`config.mk`:
```
export PLATFORM = sky130hd
export DESIGN_NAME = phase_tracker
export DESIGN_NICKNAME = d
export VERILOG_FILES = /design/src/rtl/phase_tracker.sv
export SDC_FILE = /design/constraint.sdc
export NUM_CORES = 1
export LEC_CHECK = 0
export ABC_AREA = 1
export CORE_ASPECT_RATIO = 0.75
export CORE_UTILIZATION = 40
export DETAILED_ROUTE_END_ITERATION = 12
export HOLD_SLACK_MARGIN = 0.12
export PLACE_DENSITY = 0.67
export SYNTH_ARGS = -nofsm -noshare
export SYNTH_HDL_FRONTEND = slang
export SYNTH_SLANG_ARGS = --single-unit
```
`constraint.sdc`:
```
create_clock -name clk -period 1.7 [get_ports clk]
set_clock_uncertainty 0.2 [all_clocks]
set_input_delay 0.51 -clock clk [delete_from_list [all_inputs] [get_ports clk]]
set_output_delay 0.51 -clock clk [all_outputs]
set_load 0.005 [all_outputs]
```
`src/rtl/phase_tracker.sv`:
```
// Tracks the fetch/decode/exec/wrbk strobe sequence and counts retired cycles.
// Define PHASE_CHECK_EN to enable protocol checking (err/err_code, idle timeout).
module phase_tracker #(
  parameter int CNT_W   = 16,
  parameter int TIMEOUT = 8
) (
  input  logic             clk,
  input  logic             rst,
  input  logic             fetch_clk,
  input  logic             decode_clk,
  input  logic             exec_clk,
  input  logic             wrbk_clk,
  input  logic             clr_err,
  output logic             sync_ok,
  output logic [1:0]       phase,
  output logic             retire_pulse,
  output logic [CNT_W-1:0] retire_count,
  output logic             err,
  output logic [1:0]       err_code
);

  // state     | meaning
  // SYNC_WAIT | unlocked, waiting for a lone fetch strobe
  // EXP_D     | locked, fetch seen, expecting decode
  // EXP_E     | locked, expecting exec
  // EXP_W     | locked, expecting wrbk (accepting it retires a cycle)
  // EXP_F     | locked, expecting fetch
  typedef enum logic [2:0] {SYNC_WAIT, EXP_D, EXP_E, EXP_W, EXP_F} state_t;

  localparam logic [1:0] ERR_NONE = 2'b00;

  state_t             state_q;
  state_t             state_adv;
  logic [3:0]         strobe;
  logic [3:0]         exp_strobe;
  logic [1:0]         phase_adv;
  logic               accept;
  logic               sync_ok_q;
  logic               retire_pulse_q;
  logic [1:0]         phase_q;
  logic [CNT_W-1:0]   retire_count_q;
  logic [CNT_W-1:0]   retire_count_d;

  assign strobe         = {wrbk_clk, exec_clk, decode_clk, fetch_clk};
  assign retire_count_d = retire_count_q + CNT_W'(1);
  assign accept         = (strobe == exp_strobe);

  // SYNC_WAIT shares the accept path with EXP_F: a lone fetch locks the tracker.
  always_comb begin
    exp_strobe = 4'b0001;
    state_adv  = EXP_D;
    phase_adv  = 2'b00;
    case (state_q)
      EXP_D: begin exp_strobe = 4'b0010; state_adv = EXP_E; phase_adv = 2'b01; end
      EXP_E: begin exp_strobe = 4'b0100; state_adv = EXP_W; phase_adv = 2'b10; end
      EXP_W: begin exp_strobe = 4'b1000; state_adv = EXP_F; phase_adv = 2'b11; end
      default: ;
    endcase
  end

`ifdef PHASE_CHECK_EN
  localparam logic [1:0] ERR_ORDER   = 2'b01;
  localparam logic [1:0] ERR_MULTI   = 2'b10;
  localparam logic [1:0] ERR_TIMEOUT = 2'b11;

  logic       err_q;
  logic [1:0] err_code_q;
  logic [1:0] viol_code;
  logic [7:0] idle_q;
  logic [7:0] idle_d;
  logic       multi_hot;

  assign idle_d    = idle_q + 8'd1;
  assign multi_hot = (strobe & (strobe - 4'd1)) != 4'd0;

  always_comb begin
    viol_code = ERR_NONE;
    if (state_q != SYNC_WAIT && !accept) begin
      if (strobe == 4'd0) begin
        if (idle_d == 8'(TIMEOUT)) viol_code = ERR_TIMEOUT;
      end else if (multi_hot) begin
        viol_code = ERR_MULTI;
      end else begin
        viol_code = ERR_ORDER;
      end
    end
  end

  assign err      = err_q;
  assign err_code = err_code_q;
`else
  logic unused_clr_err;
  assign unused_clr_err = clr_err;
  assign err            = 1'b0;
  assign err_code       = ERR_NONE;
`endif

  always_ff @(posedge clk) begin
    if (rst) begin
      state_q        <= SYNC_WAIT;
      sync_ok_q      <= 1'b0;
      phase_q        <= 2'b00;
      retire_pulse_q <= 1'b0;
      retire_count_q <= '0;
`ifdef PHASE_CHECK_EN
      err_q          <= 1'b0;
      err_code_q     <= ERR_NONE;
      idle_q         <= '0;
`endif
    end else begin
      retire_pulse_q <= 1'b0;
      if (accept) begin
        state_q   <= state_adv;
        phase_q   <= phase_adv;
        sync_ok_q <= 1'b1;
        if (state_q == EXP_W) begin
          retire_count_q <= retire_count_d;
          retire_pulse_q <= 1'b1;
        end
      end
`ifdef PHASE_CHECK_EN
      if (strobe == 4'd0 && state_q != SYNC_WAIT) idle_q <= idle_d;
      else                                         idle_q <= '0;
      if (clr_err) begin
        err_q      <= 1'b0;
        err_code_q <= ERR_NONE;
      end
      // A violation overrides a same-cycle clear and records its own code.
      if (viol_code != ERR_NONE) begin
        state_q   <= SYNC_WAIT;
        sync_ok_q <= 1'b0;
        idle_q    <= '0;
        err_q     <= 1'b1;
        if (!err_q || clr_err) err_code_q <= viol_code;
      end
`endif
    end
  end

  assign sync_ok      = sync_ok_q;
  assign phase        = phase_q;
  assign retire_pulse = retire_pulse_q;
  assign retire_count = retire_count_q;

endmodule

```
==> impl_metrics.xml, run 1 <==
<?xml version="1.0" encoding="UTF-8"?>
<metrics>
  <group name="yosys">
    <metric name="synth_common_cells" unit="">nand2_1 (77), nand3_1 (25), nor2_1 (24)</metric>
    <metric name="synth-simple-area-share" unit="">0.4799</metric>
    <metric name="xor_xnor_share_of_the_synthesized_area" unit="">0.01793</metric>
    <metric name="synth.area.mux_share" unit="">0</metric>
    <metric name="synth-seq-area-share" unit="">0.3143</metric>
    <metric name="netlist_area" unit="um2">1465</metric>
    <metric name="synth_adder_area_share" unit="">0.008540</metric>
    <metric name="synth-edff-count" unit="">0</metric>
    <metric name="post-synth-top-area-fraction" unit="">0.3143</metric>
    <metric name="post-synth-top-count-cell" unit="">nand2_1</metric>
    <metric name="syn_inst" unit="">232</metric>
    <metric name="synth_ff_type" unit="">dfxtp_1</metric>
    <metric name="synthesized_area_fraction_occupied_by_ao_oa_aoi_and_oai_cells" unit="">0.08711</metric>
    <metric name="synth_top_cells_by_area" unit="">dfxtp_1 (31%), nand2_1 (20%), nand3_1 (8.5%), nand4_1 (6.4%), nor2_1 (6.1%)</metric>
    <metric name="synth_top_family_by_area" unit="">simple AND/OR/NAND/NOR gates</metric>
    <metric name="synth.yosys.warnings" unit="">0</metric>
    <metric name="syn-mean-instance-area" unit="um2">6.315</metric>
    <metric name="post_synthesis_cell_type_with_the_largest_combined_area" unit="">dfxtp_1</metric>
    <metric name="yosysUniqueCellTypes" unit="">21</metric>
    <metric name="yosys_register_bits" unit="">23</metric>
    <metric name="postSynth.asyncResetShare" unit="">0</metric>
  </group>
  <group name="cells_and_area">
    <metric name="finalNonFillerCells" unit="">342</metric>
    <metric name="antenna_cells_inserted" unit="">0</metric>
    <metric name="final_layout_size_suffix_gt1_frac" unit="">0.3562</metric>
    <metric name="final_design_area_no_fill" unit="um2">2222</metric>
    <metric name="n_fill_cell" unit="">309</metric>
    <metric name="finalCoreUtilization" unit="">0.6534</metric>
    <metric name="area_delta_synth_final" unit="%">51.67</metric>
    <metric name="multi_input_area" unit="um2">1021</metric>
    <metric name="sequential_cell_area" unit="um2">491.7</metric>
    <metric name="nets" unit="">301</metric>
  </group>
  <group name="critical_path">
    <metric name="worstSetupEndpointType" unit="">flop</metric>
    <metric name="timing.critical_path.fanout_max" unit="">7</metric>
    <metric name="worstReg2RegStart" unit="">state_q[2]</metric>
    <metric name="crit_path_start_kind" unit="">input pin</metric>
    <metric name="critical_path_arrival" unit="ns">1.67</metric>
    <metric name="path_class" unit="">in2reg</metric>
    <metric name="critical_path.startpoint" unit="">decode_clk</metric>
    <metric name="critPathRequiredTime" unit="ns">1.70</metric>
  </group>
  <group name="power">
    <metric name="irDropWorstVdd" unit="V">0.0004580</metric>
    <metric name="power.density" unit="nW/um2">473.2</metric>
    <metric name="power_report.internal_total" unit="uW">763.8</metric>
    <metric name="pwr-share-clk" unit="">0.343</metric>
    <metric name="design_power_total" unit="mW">1.052</metric>
    <metric name="power.switching_fraction" unit="">0.2736</metric>
    <metric name="cellLeakagePower" unit="nW">0.9589</metric>
    <metric name="power.combinational.fraction" unit="">0.136</metric>
    <metric name="seq_power_share" unit="">0.521</metric>
    <metric name="p_sw" unit="uW">287.7</metric>
  </group>
  <group name="floorplan">
    <metric name="effective_utilization_at_floorplan" unit="">0.4308</metric>
    <metric name="die_y" unit="um">54.42</metric>
    <metric name="core" unit="um2">3401</metric>
    <metric name="fp-row-count" unit="">18</metric>
    <metric name="total_die_area" unit="um2">3912</metric>
    <metric name="die_w" unit="um">71.89</metric>
    <metric name="ios" unit="">30</metric>
  </group>
  <group name="drt">
    <metric name="wire_per_inst" unit="um">12.37</metric>
    <metric name="routed-via-count" unit="">1736</metric>
    <metric name="ant_nets" unit="">0</metric>
    <metric name="wirelength" unit="um">4229</metric>
    <metric name="drtIter0Drc" unit="">74</metric>
    <metric name="firstDrtPassIters" unit="">4</metric>
    <metric name="vias_per_cell" unit="">5.076</metric>
    <metric name="drt_drc_violations_left" unit="">0</metric>
  </group>
  <group name="timing">
    <metric name="slack_of_the_critical_path" unit="ns">0.02975</metric>
    <metric name="grt_setup_unrepaired" unit="">yes</metric>
    <metric name="finalMaxSlewViolations" unit="">0</metric>
    <metric name="finalHoldViolCount" unit="">0</metric>
    <metric name="total_setup_violations_reported_at_the_end_of_the_flow" unit="">0</metric>
    <metric name="post-route-period-util" unit="">0.9825</metric>
    <metric name="fin_setup_tns" unit="ns">0</metric>
    <metric name="period_minus_slack" unit="ns">1.670</metric>
    <metric name="worst_hold_slack" unit="ns">0.2642</metric>
    <metric name="fmax" unit="MHz">598.7</metric>
  </group>
  <group name="clock_tree">
    <metric name="cts_hold_buffers" unit="">0</metric>
    <metric name="cts_max_path_buffers" unit="">2</metric>
    <metric name="clock-sinks" unit="">23</metric>
    <metric name="clock_latency" unit="ns">0.27</metric>
    <metric name="clock_pin_slew_on_the_worst_setup_and_hold_paths" unit="ns">0.09</metric>
    <metric name="htreeDepth" unit="">1</metric>
    <metric name="root_buffer" unit="">clkbuf_8</metric>
    <metric name="clock_tree_from_tritoncts" unit="">done</metric>
    <metric name="numCtsBuffers" unit="">3</metric>
  </group>
  <group name="placed_design">
    <metric name="post-dp-hpwl" unit="um">2649</metric>
    <metric name="numPortBuffers" unit="">25</metric>
    <metric name="place.gp.congestion" unit="">0.8943</metric>
    <metric name="preCtsSetupSlack" unit="ns">-0.4705</metric>
    <metric name="dpl_cell_area" unit="um2">1951</metric>
    <metric name="placed_instances" unit="">330</metric>
  </group>
  <group name="worst_hold_path">
    <metric name="worstHoldPathType" unit="">reg2reg</metric>
    <metric name="hp-start" unit="">sync_ok</metric>
  </group>
  <group name="global_route">
    <metric name="groute.usage.overall" unit="">0.2166</metric>
    <metric name="first_pass_grt_wire_length" unit="um">6423</metric>
    <metric name="antenna_violations_before_repair" unit="">0</metric>
    <metric name="gr-total-overflow" unit="">0</metric>
    <metric name="grt_pass1_vias" unit="">1390</metric>
    <metric name="grt_max_degree" unit="">15</metric>
  </group>
  <group name="flow_run">
    <metric name="maxCapViolations" unit="">0</metric>
  </group>
  <group name="outcome">
    <metric name="outcome" unit="">completed</metric>
  </group>
</metrics>
-- repair_timing --
action / in CTS / in global routing
gates cloned: 1 / 0
gates resized for setup: 47 / 47
pin swaps: 3 / 17
hold endpoints to repair: 0 / 0
setup buffers: 4 / 3
endpoints found under the setup margin: 43 / 22
-- metal layers --
layer  GRT usage  vias to the layer above  wire [um]
met3     0.04604                        9        209
met2      0.3443                       52       1866
met5           0                        -          0
met1      0.3076                      792       2098
li1            -                      883          -
met4     0.03922                        0         55
-- placed cells by master, fill, tap and decap left out, types with 2 or more instances in the layout --
cell type / synthesis / routed
inv_2: 2 / 3
nand3_4: 1 / 2
nand2_1: 77 / 66
dfxtp_1: 23 / 4
a21oi_1: 17 / 13
buf_6: 1 / 5
xor2_1: 3 / 3
dfxtp_2: 0 / 16
nand4_1: 15 / 15
nand3_2: 0 / 8
nand3_1: 25 / 17
nand2_2: 3 / 11
nand2_4: 0 / 3
nor2_4: 3 / 5
nor2_2: 0 / 3
nand3b_1: 2 / 2
inv_1: 19 / 16
o21ai_0: 5 / 4
dfxtp_4: 0 / 3
a21oi_2: 2 / 6
conb_1: 1 / 3
dlygate4sd2_1: 0 / 24
clkbuf_8: 0 / 3
buf_4: 4 / 31
nor2_1: 24 / 19
-- power groups by stage --
stage               Combinational [mW]  Sequential [mW]  Clock, mW
CTS                              0.121            0.548      0.366
finish                           0.143            0.548      0.361
floorplan                       0.0751            0.560          0
global placement                 0.117            0.561          0
detailed placement               0.118            0.561          0
global route                     0.155            0.549      0.391
-- cell families after synthesis --
group	after synthesis
adders and majority gates	1
other	1
DFF	23
xor gates and xnor gates	3
and+or+nand+nor	151
AOI/OAI and AO/OA	24
buffers and inverters	29
-- sequential cells by signal (all words and copies together), names as in the netlist --
name / flops
retire_pulse: 1
state_q: 3
phase: 2
retire_count: 16
sync_ok: 1
-- worst paths after layout --
| check | slack, ns | endpoint | cells past startpoint |
|---|---|---|---|
| max | 0.03 | retire_count[15] | 8 |
| min | 0.26 | sync_ok | 2 |
| max reg2reg | 0.04 | retire_count[11] | 8 |
| min reg2reg | 0.26 | sync_ok | 2 |
-- worst max-delay path, cell delays in order --
cell	delay [ns]
dlygate4sd2_1	0.25
nand4_1	0.14
nand2_2	0.10
nand2_2	0.06
nor2_4	0.22
buf_6	0.17
nand3_2	0.07
a21oi_2	0.14
-- layout make-up --
cell class,instances,share of cell area
sequential,23,0.2213
clock inverter,1,0.003378
inverter,21,0.03998
clock buffer,3,0.01858
tap,50,0.02815
timing repair buffer,61,0.2292
multi-input combinational,183,0.4595
(Power assumes the default switching activity.)
==> inputs of run 2 (changes only) <==
- CAP_MARGIN: not set -> 15
- CORE_MARGIN: not set -> 5
==> impl_metrics.xml, run 2 (synthesis results as in run 1) <==
<?xml version="1.0" encoding="UTF-8"?>
<metrics>
  <group name="critical_path">
    <metric name="critical_path_buf_inv_count" unit="">3</metric>
    <metric name="critical-path-top-delay-family" unit="">simple AND/OR/NAND/NOR gates</metric>
    <metric name="crit_path_start_kind" unit="">flop</metric>
    <metric name="critical_path_arrival" unit="ns">1.71</metric>
    <metric name="timing.critical_path.fanout_max" unit="">7</metric>
    <metric name="critPathRequiredTime" unit="ns">1.67</metric>
    <metric name="critical-path-max-stage-delay" unit="ns">0.44</metric>
    <metric name="cp_cell_sequence" unit="">inv_4 &gt; nand3_4 &gt; nand2_1 &gt; nand2_1 &gt; nand2_2 &gt; nor2_4 &gt; buf_12 &gt; clkinvlp_4 &gt; nand2_1 &gt; a21oi_2</metric>
    <metric name="path_class" unit="">reg2reg</metric>
    <metric name="crit_top_cell" unit="">nand2_1</metric>
    <metric name="worstSetupEndpointType" unit="">flop</metric>
    <metric name="cp_slowest_cell" unit="">dfxtp_4</metric>
  </group>
  <group name="drt">
    <metric name="wirelength" unit="um">4644</metric>
    <metric name="drtIter0Drc" unit="">186</metric>
    <metric name="routed-via-count" unit="">1793</metric>
    <metric name="firstDrtPassIters" unit="">5</metric>
    <metric name="vias_per_cell" unit="">5.138</metric>
    <metric name="ant_nets" unit="">0</metric>
    <metric name="wire_per_inst" unit="um">13.31</metric>
    <metric name="drt_drc_violations_left" unit="">0</metric>
  </group>
  <group name="cells_and_area">
    <metric name="antenna_cells_inserted" unit="">0</metric>
    <metric name="nets" unit="">306</metric>
    <metric name="finalNonFillerCells" unit="">349</metric>
    <metric name="layout.cells.most_common" unit="">nand2_1</metric>
    <metric name="area_delta_synth_final" unit="%">59.52</metric>
    <metric name="layout_common_cells" unit="">nand2_1 (66), buf_4 (32), dlygate4sd2_1 (24)</metric>
    <metric name="final_layout_size_suffix_gt1_frac" unit="">0.3636</metric>
    <metric name="largest_register_ff_count" unit="">16</metric>
    <metric name="finalCoreUtilization" unit="">0.6511</metric>
  </group>
  <group name="timing">
    <metric name="slack_of_the_critical_path" unit="ns">-0.04123</metric>
    <metric name="grt_setup_unrepaired" unit="">yes</metric>
    <metric name="finalMaxSlewViolations" unit="">0</metric>
    <metric name="total_setup_violations_reported_at_the_end_of_the_flow" unit="">2</metric>
    <metric name="period_minus_slack" unit="ns">1.741</metric>
    <metric name="post-route-period-util" unit="">1.024</metric>
    <metric name="finalHoldViolCount" unit="">0</metric>
    <metric name="fmax" unit="MHz">574.3</metric>
  </group>
  <group name="floorplan">
    <metric name="die_w" unit="um">79.89</metric>
    <metric name="effective_utilization_at_floorplan" unit="">0.4082</metric>
    <metric name="fp-row-count" unit="">19</metric>
    <metric name="ios" unit="">30</metric>
    <metric name="total_die_area" unit="um2">4986</metric>
    <metric name="die_y" unit="um">62.42</metric>
    <metric name="core" unit="um2">3590</metric>
  </group>
  <group name="placed_design">
    <metric name="placed_instances" unit="">331</metric>
    <metric name="place.gp.congestion" unit="">0.8723</metric>
    <metric name="post-dp-hpwl" unit="um">2791</metric>
    <metric name="numPortBuffers" unit="">25</metric>
  </group>
  <group name="outcome">
    <metric name="violations" unit="">setup timing</metric>
    <metric name="outcome" unit="">finished with violations</metric>
  </group>
  <group name="clock_tree">
    <metric name="numCtsBuffers" unit="">3</metric>
    <metric name="root_buffer" unit="">clkbuf_8</metric>
    <metric name="clock_tree_from_tritoncts" unit="">done</metric>
    <metric name="cts_max_path_buffers" unit="">2</metric>
    <metric name="htreeDepth" unit="">1</metric>
    <metric name="clock_latency" unit="ns">0.28</metric>
    <metric name="cts_hold_buffers" unit="">0</metric>
    <metric name="clock-sinks" unit="">23</metric>
    <metric name="clock_pin_slew_on_the_worst_setup_and_hold_paths" unit="ns">0.09</metric>
  </group>
  <group name="power">
    <metric name="cellLeakagePower" unit="nW">0.9924</metric>
    <metric name="power.density" unit="nW/um2">459.3</metric>
    <metric name="irDropWorstVdd" unit="V">0.0004807</metric>
  </group>
  <group name="global_route">
    <metric name="groute.usage.overall" unit="">0.1816</metric>
    <metric name="gr-total-overflow" unit="">0</metric>
    <metric name="grt_max_degree" unit="">14</metric>
    <metric name="antenna_violations_before_repair" unit="">0</metric>
    <metric name="grt_pass1_vias" unit="">1615</metric>
    <metric name="first_pass_grt_wire_length" unit="um">7327</metric>
  </group>
  <group name="worst_hold_path">
    <metric name="worstHoldPathType" unit="">reg2reg</metric>
  </group>
  <group name="flow_run">
    <metric name="maxCapViolations" unit="">0</metric>
  </group>
</metrics>
-- run 2: cell types whose count changed in the layout (fill, tap and decap cells not counted), sizes merged --
cell | previous run | this run
clkinv | 0 | 1
buf | 36 | 41
inv | 21 | 20
-- run 2: power breakdown --
group | switching [mW] | leakage [nW] | internal (mW) | total (mW)
clock | 0.197 | 0.0255 | 0.165 | 0.362
sequential | 0.00850 | 0.194 | 0.540 | 0.548
combinational | 0.0936 | 0.773 | 0.0701 | 0.164
-- run 2: routing by layer --
metal	up-vias	track usage	wire, um
met2	56	0.2717	2088
met3	13	0.03890	288
li1	887	-	-
met5	-	0	0
met1	837	0.2551	2108
met4	0	0.06540	158
-- run 2: cell type report --
| cell class | instances | area [um2] |
|---|---|---|
| clock inverter | 1 | 5.005 |
| multi-input combinational | 183 | 1067 |
| tap | 52 | 65.06 |
| inverter | 21 | 92.59 |
| timing repair buffer | 66 | 579.3 |
| sequential | 23 | 486.7 |
| clock buffer | 3 | 41.29 |
| fill | 306 | 1252 |
-- run 2: worst paths after layout --
| check | startpoint | endpoint | slack, ns | depth (start not counted) |
|---|---|---|---|---|
| max | state_q[1] | state_q[2] | -0.04 | 10 |
| min | phase[0] | phase[0] | 0.27 | 2 |
| max reg2reg | state_q[1] | state_q[2] | -0.04 | 10 |
| min reg2reg | phase[0] | phase[0] | 0.27 | 2 |
-- run 2: worst reg2reg max path, cell delays in order, from the launching register on --
cell	delay, ns
dfxtp_4	0.44
inv_4	0.08
nand3_4	0.10
nand2_1	0.06
nand2_1	0.07
nand2_2	0.07
nor2_4	0.16
buf_12	0.14
clkinvlp_4	0.11
nand2_1	0.12
a21oi_2	0.07
-- run 2: through the flow --
stage	power, mW	instance area [um2]	worst slack, ns	hold WS (ns)	TNS [ns]
6_report	1.074	2337	-0.04123	0.2679	-0.04373
5_1_grt	1.114	2337	-0.09436	0.3334	-0.9846
4_1_cts	1.053	2133	0.02359	0.2712	0
3_5_place_dp	0.6820	1958	-0.4264	0.2578	-9.215
3_3_place_gp	0.6803	1958	-0.4207	0.2555	-9.009
2_1_floorplan	0.6354	1473	0.04875	0.2564	0
-- run 2: timing repair --
| item | 4_1_cts | 5_1_grt |
|---|---|---|
| setup buffers | 9 | 4 |
| gates resized for setup | 46 | 55 |
| setup endpoints to repair | 43 | 22 |
| gates cloned | 2 | 0 |
| pin swaps | 3 | 19 |
==> RTL change 1 (flow settings as in run 1) <==
Put one more register stage on the output `retire_count`, without a reset. The value now appears one clock later. The other outputs are not delayed to match.
--- a/src/rtl/phase_tracker.sv
+++ b/src/rtl/phase_tracker.sv
@@ -140,7 +140,9 @@
   assign sync_ok      = sync_ok_q;
   assign phase        = phase_q;
   assign retire_pulse = retire_pulse_q;
-  assign retire_count = retire_count_q;
+  always_ff @(posedge clk) begin
+    retire_count <= retire_count_q;
+  end
 
 endmodule
 
Behaviour: not the same (Yosys sat finds a counterexample within 10 cycles, from zero or initial values and one cycle with rst high).
==> RTL change 1 against run 1 <==
Worst setup slack better by 0.035 ns; global-route usage fell by 4.0 points; power grew 62%; die area rose by 19%; synthesized area rose by 20%; sequential cell count grew 16; cell area up 7.3%; wire length is 6.1% lower; largest cell class unchanged.
==> RTL change 1: results (changes against run 1) <==
stage,metric,value,unit,change
run_status,status,"finished, final reports clean",,unchanged
route,viasPerCell,4.93,,was 5.08
logic_synthesis,synth_commonest_cells,"nand2_1 (74), dfxtp_1 (39), nor2_1 (24)",,"was nand2_1 (77), nand3_1 (25), nor2_1 (24)"
grt,grtUsageTotal,0.177,,was 0.217
worst_hold_path,hold_path_end,retire_count[15],,was sync_ok
placed_design,dp_slack,-0.451,ns,was -0.470 ns
critical_path,reg2reg_setup_slack,0.06,ns,was 0.04 ns
power,powerComb,0.000118,W,was 0.000143 W
worst_hold_path,min_path_cells,0,,was 2
critical_path,r2r_cells,10,,was 8
grt,use_met1,0.234,,was 0.308
placed_design,gp_congestion,0.848,,was 0.894
worst_hold_path,min_from,retire_count_q[15],,was sync_ok
clocking,cts_made_buffers,5,,was 3
final_layout,final_area,2380,um^2,was 2220 um^2
clocking,worstSkewPairLatency,0.29,ns,was 0.27 ns
power,seqPwrFrac,0.540,,was 0.521
clocking,clkSlewWorstSetupHoldPaths,0.07,ns,was 0.09 ns
logic_synthesis,yosysSeqAreaShare,0.445,,was 0.314
final_layout,reg_top3,"retire_count (16), retire_count_q (16), state_q (3)",,
route,post_drt_wl_per_cell,11.5,um,was 12.4 um
power,power.leakage,0.996,nW,was 0.959 nW
route,met2WireLength,1.70,mm,was 1.87 mm
clocking,cts_setup_buffers,0,,was 4
grt,met3_usage,0.0462,,was 0.0460
logic_synthesis,synth_area_leaders,"dfxtp_1 (45%), nand2_1 (16%), nand3_1 (6.3%)",,"was dfxtp_1 (31%), nand2_1 (20%), nand3_1 (8.5%)"
power,p_comb_frac,0.069,,was 0.136
final_layout,drive_above_1_share,0.228,,was 0.356
power,vdd_drop_max,0.392,mV,was 0.458 mV
clocking,ctsHtreeMaxLevel,2,,was 1
grt,grt.met2_usage,0.273,,was 0.344
critical_path,worstSetupStartpointType,flop,,was primary input
critical_path,cp_slowest_cell,dfxtp_4,,was dlygate4sd2_1
critical_path,max_stage_delay,0.37,ns,was 0.25 ns
logic_synthesis,synth_cells,244,,was 232
placed_design,placed_area,2140,um^2,was 1950 um^2
power,internal-power,0.00133,W,was 0.000764 W
route,met1_length,2.01,mm,was 2.10 mm
logic_synthesis,synth_cell_types,23,,was 21
clocking,cts_resized,31,,was 47
grt,grt_pass1_wl,6.26,mm,was 6.42 mm
route,drt_first_iter_violations,72,,was 74
final_layout,nets,297,,was 301
final_layout,n_fill_cell,406,,was 309
placed_design,hpwlAfterDp,2.61,mm,was 2.65 mm
placed_design,dp_cells,331,,was 330
grt,grt_max_degree,20,,was 15
grt,grt_pass1_vias,1422,,was 1390
critical_path,endpoint,retire_count_q[14],,was retire_count[15]
sta,finalCritPeriodShare,0.962,,was 0.983
route,highest_layer,met4,,unchanged
placed_design,io_buffers,25,,unchanged
-- RTL change 1: changes by cell type after synthesis, moves of 3 or more --
cell            run 1  this run
a21oi_1            17        20
nand2_1            77        74
dfxtp_1            23        39
nand3_1            25        22
-- RTL change 1: final cells by class --
cell class | instances | share of cell area
Timing Repair Buffer | 44 | 0.167
Clock buffer | 8 | 0.0420
Sequential cell | 39 | 0.335
Tap cell | 55 | 0.0289
Multi-Input combinational cell | 177 | 0.389
Inverter | 22 | 0.0378
-- RTL change 1: critical path: cells and delay by family, from the launching register on --
| family | cells | cell delay (ns) |
|---|---|---|
| flops | 1 | 0.37 |
| buf+inv | 2 | 0.24 |
| compound gates | 1 | 0.12 |
| simple gates | 7 | 0.65 |
-- RTL change 1: kinds of logic after synthesis --
logic type                 count (synthesis)  synth area share
buffers and inverters                     30            0.0799
adders and majority gates                  1           0.00714
and+or+nand+nor                          144             0.374
xor gates and xnor gates                   3            0.0150
AOI/OAI and AO/OA                         26            0.0764
other                                      1           0.00214
DFF                                       39             0.445
==> RTL change 2 (settings of run 1) <==
Made on the original files. Build with the macro `PHASE_CHECK_EN` defined.
--- a/src/rtl/phase_tracker.sv
+++ b/src/rtl/phase_tracker.sv
@@ -1,5 +1,7 @@
 // Tracks the fetch/decode/exec/wrbk strobe sequence and counts retired cycles.
 // Define PHASE_CHECK_EN to enable protocol checking (err/err_code, idle timeout).
+`define PHASE_CHECK_EN
+
 module phase_tracker #(
   parameter int CNT_W   = 16,
   parameter int TIMEOUT = 8
Behaviour: not the same (Yosys sat finds a counterexample within 4 cycles, from zero or initial values and one cycle with rst high).
==> RTL change 2 against run 1 <==
The flow now finishes with violations (negative setup slack); clock power rose by 67%; sequential share of layout area up 1.8 points; sequential cell count increased by 11; via count is 20% higher; worst setup slack lost 0.11 ns; power up 46%; non-clock buffer count is 28 higher; first-iteration DRC count up 55%; sequential power grew 45%; wire length is 30% higher; cell area is 37% higher; synthesized area grew 27%; critical endpoint is now retire_count[3].
==> RTL change 2: results (changes against run 1) <==
stage,metric,value,unit,change
run_status,status,finished with violations,,"was finished, final reports clean"
run_status,failed_checks,negative setup slack,,
route,drt_first_iter_violations,115,,was 74
sta,finalSetupTns,-0.529,ns,was 0 ns
sta,fin_ws,-0.0806,ns,was 0.0297 ns
clocking,clkSlewWorstSetupHoldPaths,0.07,ns,was 0.09 ns
grt,grt_max_degree,19,,was 15
logic_synthesis,synthAdderAreaFrac,0.0201,,was 0.00854
clocking,cts_made_buffers,5,,was 3
placed_design,io_buffers,29,,was 25
clocking,worstSkewPairLatency,0.29,ns,was 0.27 ns
power,vdd_drop_max,0.313,mV,was 0.458 mV
logic_synthesis,synth_cells,279,,was 232
sta,setup_violations,20,,was 0
critical_path,crit_arrival,1.80,ns,was 1.67 ns
route,drt-total-wl,5.51,mm,was 4.23 mm
clocking,cts_setup_buffers,16,,was 4
placed_design,gp_congestion,0.905,,was 0.894
grt,grtUsageTotal,0.230,,was 0.217
logic_synthesis,synth_cell_types,28,,was 21
logic_synthesis,yosysSeqAreaShare,0.365,,was 0.314
placed_design,placed_area,2550,um^2,was 1950 um^2
final_layout,nets,381,,was 301
placed_design,dp_cells,405,,was 330
logic_synthesis,synth_compound_area_frac,0.0958,,was 0.0871
grt,grt_pass1_wl,8.44,mm,was 6.42 mm
route,dr_total_vias,2085,,was 1736
power,power.leakage,1.37,nW,was 0.959 nW
[RTL change 2: critical path, cell delays in order (launching register included)]
cell and delay, ns:
dfxtp_2 0.34, inv_4 0.08, nand2_4 0.08, o21ai_2 0.11, nand2_1 0.09, nor2_4 0.15
nand2_4 0.09, inv_4 0.08, nand2_8 0.10, buf_6 0.15, o21ai_2 0.09, nand2_1 0.06
nor2_1 0.10
[RTL change 2: report_power, final]
part	leakage, nW	total, W	switching [W]	internal (W)
clock	0.0431	0.000603	0.000290	0.000312
sequential	0.288	0.000795	0.00000462	0.000790
combinational	1.04	0.000133	0.0000751	0.0000575
total	1.37	0.00153	0.000370	0.00116
[RTL change 2: kinds of logic after synthesis]
logic type      count (synthesis)
buf+inv                        47
simple gates                  150
compound gates                 34
xor+xnor                       11
flops                          34
fa+ha+maj                       3
[RTL change 2: worst paths after layout]
kind / from / endpoint / slack (ns) / depth (start not counted)
worst max register to register: state_q[2] / retire_count[3] / -0.08 / 12
worst min register to register: phase[0] / phase[0] / 0.27 / 2
worst min-delay path: phase[0] / phase[0] / 0.27 / 2
worst max-delay path: state_q[2] / retire_count[3] / -0.08 / 12
[RTL change 2: cell type report]
cell class	count	area, um^2
Fill cell	353	1420
Multi-Input combinational cell	198	1230
Timing Repair Buffer	89	743
Sequential cell	34	729
Inverter	42	180
Clock buffer	6	82.6
Tap cell	57	71.3
Timing Repair inverter	1	6.26
[RTL change 2: per-layer routing]
layer	track usage	vias to the layer above	part of all wire
met3	0.0504	9	0.065
li1	-	1067	-
met4	0.0816	0	0.013
met1	0.344	949	0.49
met2	0.321	60	0.43
met5	0	-	0
[RTL change 2: per-stage QoR]
stage	utilization	hold slack [ns]
final	0.682	0.272
after global routing	0.682	0.289
after CTS	0.654	0.274
after detailed placement	0.570	0.278
after global placement	0.570	0.274
after floorplan	-	0.247
